**config.mk**
```make
export PLATFORM = sky130hd
export DESIGN_NAME = sprite_ram_loader
export DESIGN_NICKNAME = d
export VERILOG_FILES = /design/src/rtl/sprite_ram_loader_pkg.sv /design/src/rtl/sprite_ram_loader.sv
export SDC_FILE = /design/constraint.sdc
export NUM_CORES = 1
export LEC_CHECK = 0
export CAP_MARGIN = 20
export CORE_UTILIZATION = 58
export DETAILED_ROUTE_END_ITERATION = 8
export HOLD_SLACK_MARGIN = 0.02
export PLACE_DENSITY = 0.84
export RECOVER_POWER = 25
export SLEW_MARGIN = 20
export SYNTH_ARGS = -nofsm -noshare
export SYNTH_HDL_FRONTEND = slang
export SYNTH_SLANG_ARGS = --single-unit
```
**constraint.sdc**
```tcl
create_clock -name px_clk -period 5.1 [get_ports px_clk]
set_clock_uncertainty 0.15 [all_clocks]
set_input_delay 0.51 -clock px_clk [delete_from_list [all_inputs] [get_ports px_clk]]
set_output_delay 0.51 -clock px_clk [all_outputs]
set_load 0.005 [all_outputs]
```
**src/rtl/sprite_ram_loader_pkg.sv**
```systemverilog
// Shared definitions for the sprite bitmap memory: stream framing constants,
// loader state encoding, header field layout and orientation codes.
package sprite_ram_loader_pkg;

    // Frame start marker on the host byte link
    localparam logic [7:0] SYNC_BYTE_DEFAULT = 8'hA5;

    // Header byte layout: {rsv[7:5], fill[4], bitmap[3:0]}
    localparam int unsigned HDR_RSV_HI = 7;
    localparam int unsigned HDR_RSV_LO = 5;
    localparam int unsigned HDR_FILL   = 4;
    localparam int unsigned HDR_BMP_HI = 3;
    localparam int unsigned HDR_BMP_LO = 0;

    // Orientation code whose read order matches the loader's {bitmap, y, x} layout;
    // the remaining codes are interpreted by the orientation addresser.
    localparam logic [2:0] ORIENT_CANONICAL = 3'b011;

    // Loader frame parser states
    typedef enum logic [2:0] {
        S_IDLE = 3'd0,
        S_HDR  = 3'd1,
        S_DATA = 3'd2,
        S_FVAL = 3'd3,
        S_FILL = 3'd4
    } state_e;

    function automatic logic [2:0] hdr_rsv(input logic [7:0] hdr);
        return hdr[HDR_RSV_HI:HDR_RSV_LO];
    endfunction

    function automatic logic hdr_fill(input logic [7:0] hdr);
        return hdr[HDR_FILL];
    endfunction

    function automatic logic [3:0] hdr_bmp(input logic [7:0] hdr);
        return hdr[HDR_BMP_HI:HDR_BMP_LO];
    endfunction

endpackage

```
**src/rtl/sprite_ram_loader.sv**
```systemverilog
// Write side of the sprite bitmap RAM: parses a framed byte stream
// (SYNC, header, payload) and writes one 16x16 bitmap at {bitmap, y, x},
// either from 256 payload bytes or by filling with a single value.
module sprite_ram_loader
    import sprite_ram_loader_pkg::*;
#(
    parameter logic [7:0]  SYNC_BYTE = SYNC_BYTE_DEFAULT,
    parameter int unsigned PIX_W     = 8,
    parameter int unsigned TIMEOUT   = 50000
) (
    input  logic             px_clk,
    input  logic             reset,
    input  logic [7:0]       in_data,
    input  logic             in_valid,
    output logic             in_ready,
    output logic [11:0]      wr_addr,
    output logic [PIX_W-1:0] wr_data,
    output logic             wr_en,
    output logic             busy,
    output logic             done,
    output logic             err
);

    localparam int unsigned IDLE_W = $clog2(TIMEOUT + 1);

    state_e            state;
    logic [3:0]        bitmap;
    logic [7:0]        cnt;
    logic [PIX_W-1:0]  fill_val;
    logic [IDLE_W-1:0] idle_cnt;

    logic xfer;
    logic timed;
    logic timeout_hit;

    assign in_ready    = (state != S_FILL);
    assign busy        = (state != S_IDLE);
    assign xfer        = in_valid & in_ready;
    assign timed       = (state == S_HDR) || (state == S_DATA) || (state == S_FVAL);
    assign timeout_hit = (idle_cnt == IDLE_W'(TIMEOUT - 1));

    // Frame parser, pixel/idle counters and registered RAM write port
    always_ff @(posedge px_clk) begin
        if (reset) begin
            state    <= S_IDLE;
            bitmap   <= '0;
            cnt      <= '0;
            fill_val <= '0;
            idle_cnt <= '0;
            wr_addr  <= '0;
            wr_data  <= '0;
            wr_en    <= 1'b0;
            done     <= 1'b0;
            err      <= 1'b0;
        end else begin
            wr_en <= 1'b0;
            done  <= 1'b0;
            err   <= 1'b0;

            // Inter-byte watchdog; an accepting cycle always wins over expiry
            if (timed) begin
                if (xfer) begin
                    idle_cnt <= '0;
                end else if (timeout_hit) begin
                    idle_cnt <= '0;
                    err      <= 1'b1;
                    state    <= S_IDLE;
                end else begin
                    idle_cnt <= idle_cnt + IDLE_W'(1);
                end
            end else begin
                idle_cnt <= '0;
            end

            case (state)
                S_IDLE: begin
                    if (xfer && (in_data == SYNC_BYTE)) begin
                        state <= S_HDR;
                    end
                end
                S_HDR: begin
                    if (xfer) begin
                        if (hdr_rsv(in_data) != 3'b000) begin
                            err   <= 1'b1;
                            state <= S_IDLE;
                        end else begin
                            bitmap <= hdr_bmp(in_data);
                            cnt    <= '0;
                            state  <= hdr_fill(in_data) ? S_FVAL : S_DATA;
                        end
                    end
                end
                S_DATA: begin
                    if (xfer) begin
                        wr_en   <= 1'b1;
                        wr_addr <= {bitmap, cnt};
                        wr_data <= in_data[PIX_W-1:0];
                        cnt     <= cnt + 8'd1;
                        if (cnt == 8'hFF) begin
                            done  <= 1'b1;
                            state <= S_IDLE;
                        end
                    end
                end
                S_FVAL: begin
                    if (xfer) begin
                        fill_val <= in_data[PIX_W-1:0];
                        state    <= S_FILL;
                    end
                end
                S_FILL: begin
                    wr_en   <= 1'b1;
                    wr_addr <= {bitmap, cnt};
                    wr_data <= fill_val;
                    cnt     <= cnt + 8'd1;
                    if (cnt == 8'hFF) begin
                        done  <= 1'b1;
                        state <= S_IDLE;
                    end
                end
                default: state <= S_IDLE;
            endcase
        end
    end

endmodule

```
==> summary by stage <==
Global route
The number of antenna violations at the first check in global routing came to 0. For this run the aggregate overflow at the end of global routing stands at 0. The maximum number of pins on one net before global-route repair is 43. The via count of the first global-routing pass is 2152. The first global-routing pass estimated 9490 um of wire. Global routing used 24.8% of the available tracks.

Routing
In the routed design, unresolved DRC markers number 0. The number of detailed-route iterations in the first pass is 4. The routed design has 5450 um of wire. For this block, the initial DRC count from the detailed router was 173. The routed via count is 2254. The detail route stage leaves a number of antenna-violating nets equal to 0. Dividing the detail-routed wire length by the instance count gives 13.6 um. The number of vias per cell is 5.64.

Floorplanning
The die covers 4840 sq um. The die boundary width is 69.6 um. The starting density of the core is 60.4%. The area of the core region is 4380 sq um.

The floorplan step set the die height to 69.6 um. The number of I/O pins is 36. The count of standard-cell rows is 24.

Final layout
The count of inserted antenna diode cells is 0. Leaving out fill and tap cells, the most frequent cells in the layout are 62 x sky130_fd_sc_hd__nand2_1, 62 x sky130_fd_sc_hd__dfxtp_1, 33 x sky130_fd_sc_hd__nor2_1. In the final design database the tool counted 356 nets. The relative area change from synthesis to final layout is 21.6%. The number of cells in the finished layout apart from fillers is 400.

The fraction of layout instances using a drive strength above 1 is 7.18%.

Synth
The proportion of synthesized chip area in sequential cells is 46.9%. Summing every instance area after synthesis gives 2650 sq um. The number of cells produced by synthesis is 315. The number of nets handed over by synthesis was 328. The Yosys warning count is 0. The number of synthesized register bits is 62. A synthesized cell averages 8.41 sq um. The share of async-settable or async-resettable flops after synthesis is 0%. The number of flops mapped to enable cells by yosys is 0. The number of distinct standard cells referenced by the synthesized netlist is 42. Among all flip-flop cells after synthesis, the most frequent one is sky130_fd_sc_hd__dfxtp_1.

Critical path
Data arrives at the worst endpoint at 2310 ps. The data required time of the critical path is 4440 ps. The start-to-end type of the worst setup path is flip-flop to output pin. The startpoint kind of the worst setup timing path is a flip-flop.

In this run the worst setup path begins at state[2]$_SDFF_PP0_. The largest fanout on the critical path is 11. In this run the critical register-to-register path is launched from state[2]$_SDFF_PP0_. The number of cells on the worst reg-to-reg path is 4. The worst reg2reg path endpoint is cnt[6]$_SDFFE_PP0P_. The end point of the critical path is in_ready.

STA classifies the critical path endpoint as an output pin. The minimum setup slack among reg-to-reg paths is 2250 ps.

Clock tree
After clock tree synthesis, the clock-pin slew on the worst setup and hold paths is 70 ps. The insertion delay to the later sink of the worst-skew pair is 340 ps. The post-cts gate resize count is 0. Buffers inserted to repair hold after CTS numbered 0.

In this run the number of H-tree levels came out at 3. The number of setup buffers added after CTS is 0. The buffer type at the clock tree root is sky130_fd_sc_hd__clkbuf_8.

The number of buffers created by CTS is 9. The count of clock tree sinks is 62. The clock passes through at most 2 buffers. TritonCTS built the clock tree.

Timing
The accumulated negative setup slack is 0 ps. The time the worst path needs with I/O delays and setup is 2970 ps. Setup violations remaining at the end of the flow were counted as 0. The hold violation count in the final report is 0. Dividing the final minimum period by the clock period gives 58.1%. Setup repair after global routing left no endpoint under its margin. The measured slew at the worst slew-check pin is 1030 ps. The total count of max-transition violations in the final report is 0. The maximum clock frequency is 0.337 GHz.

The normalized max-slew margin is 30.9%.

Power
The worst-case IR drop observed on VDD is 0.206 mV. The power density over cell area is 305 nW/um^2. In this run the static leakage power is 1.10 nW. The design draws 0.000983 W.

Flow run
The number of violations of the max-capacitance limit is 0.

Placed design
Buffers placed on the I/O ports in this run total 35. Summed over all nets, the half-perimeter wirelength after detailed placement is 3590 um. The placed instance count is 384.

The placer's final routability congestion estimate is 0.801.

Min path
The worst hold-check path type is flip-flop to flip-flop.

Status
The flow ran to the end, and the final reports show no timing, DRC or antenna violations.
==> per-stage QoR <==
step	area (sq um)	hold WS, ps	util, %	setup WS (ps)
2_1_floorplan	2650	280	-	2910
3_3_place_gp	3000	291	68.4	2190
3_5_place_dp	3000	296	68.4	2050
4_1_cts	3220	306	73.5	2130
5_1_grt	3220	324	73.5	1970
6_report	3220	301	73.5	2130
==> synthesized netlist by cell type (all sizes together), types with 3 or more instances <==
cell type | number | area, sq um
dfxtp | 62 | 1240
nand2 | 62 | 233
nor2 | 33 | 124
a21oi | 27 | 139
xnor2 | 14 | 123
clkbuf | 13 | 48.8
nand3 | 12 | 60.1
a211oi | 9 | 67.6
inv | 9 | 33.8
mux2i | 8 | 80.1
nand4 | 7 | 43.8
buf | 6 | 35.0
nor3 | 6 | 30.0
nor4 | 5 | 31.3
and3 | 4 | 25.0
o2111ai | 4 | 35.0
a2111o | 3 | 33.8
a31oi | 3 | 18.8
nor4bb | 3 | 30.0
or4 | 3 | 30.0
==> worst max-delay path, cell delays in order (launching register included) <==
cell and delay [ps]:
sky130_fd_sc_hd__dfxtp_1 530, sky130_fd_sc_hd__nor3b_2 890, sky130_fd_sc_hd__inv_1 80, sky130_fd_sc_hd__clkdlybuf4s50_1 470
==> flip-flops by register name (all words and copies together) (netlist names), 3 cells and up <==
register  cells
cnt           8
bitmap        4
idle_cnt     16
wr_data       8
fill_val      8
state         3
wr_addr      12
==> cell type report <==
class,instances,area (sq um)
Clock inverter,6,85.1
Sequential cell,62,1240
Inverter,9,33.8
Multi-Input combinational cell,225,1300
Tap cell,52,65.1
Fill cell,350,1160
Timing Repair Buffer,36,358
Clock buffer,10,138
==> logic make-up (layout without fill, tap and decap cells) <==
logic type / Yosys count / after routing / synth area share [%]
and+or+nand+nor: 143 / 143 / 25.2
DFF: 62 / 62 / 46.9
AOI/OAI and AO/OA: 55 / 55 / 13.8
buffers and inverters: 28 / 61 / 4.44
xor gates and xnor gates: 16 / 16 / 5.29
muxes: 9 / 9 / 3.45
adders and majority gates: 2 / 2 / 0.945
==> power by group <==
group | switching, W | internal [W]
Combinational | 0.0000140 | 0.0000104
Clock | 0.000188 | 0.000286
Sequential | 0.0000000419 | 0.000484
Total | 0.000202 | 0.000781
==> worst min-delay path by stage <==
stage | to | start | cells past startpoint | slack, ps
2_1_floorplan | idle_cnt[0]$_SDFF_PP0_ | idle_cnt[0]$_SDFF_PP0_ | 1 | 280
3_3_place_gp | fill_val[6]$_SDFFE_PP0P_ | fill_val[6]$_SDFFE_PP0P_ | 2 | 290
3_5_place_dp | wr_addr[3]$_SDFFE_PP0P_ | wr_addr[3]$_SDFFE_PP0P_ | 2 | 300
4_1_cts | wr_addr[3]$_SDFFE_PP0P_ | wr_addr[3]$_SDFFE_PP0P_ | 2 | 310
5_1_grt | bitmap[2]$_SDFFE_PP0P_ | bitmap[2]$_SDFFE_PP0P_ | 2 | 320
6_report | wr_addr[9]$_SDFFE_PP0P_ | wr_addr[9]$_SDFFE_PP0P_ | 2 | 300
==> routing by layer <==
| layer | share of wire [%] | track usage [%] | vias up |
|---|---|---|---|
| met5 | 0 | 0 | - |
| met4 | 1.7 | 12.7 | 0 |
| met3 | 3.8 | 7.41 | 9 |
| met2 | 48 | 40.2 | 55 |
| met1 | 46 | 29.7 | 1034 |
| li1 | - | - | 1156 |
Power figures use the tool's default switching activity.
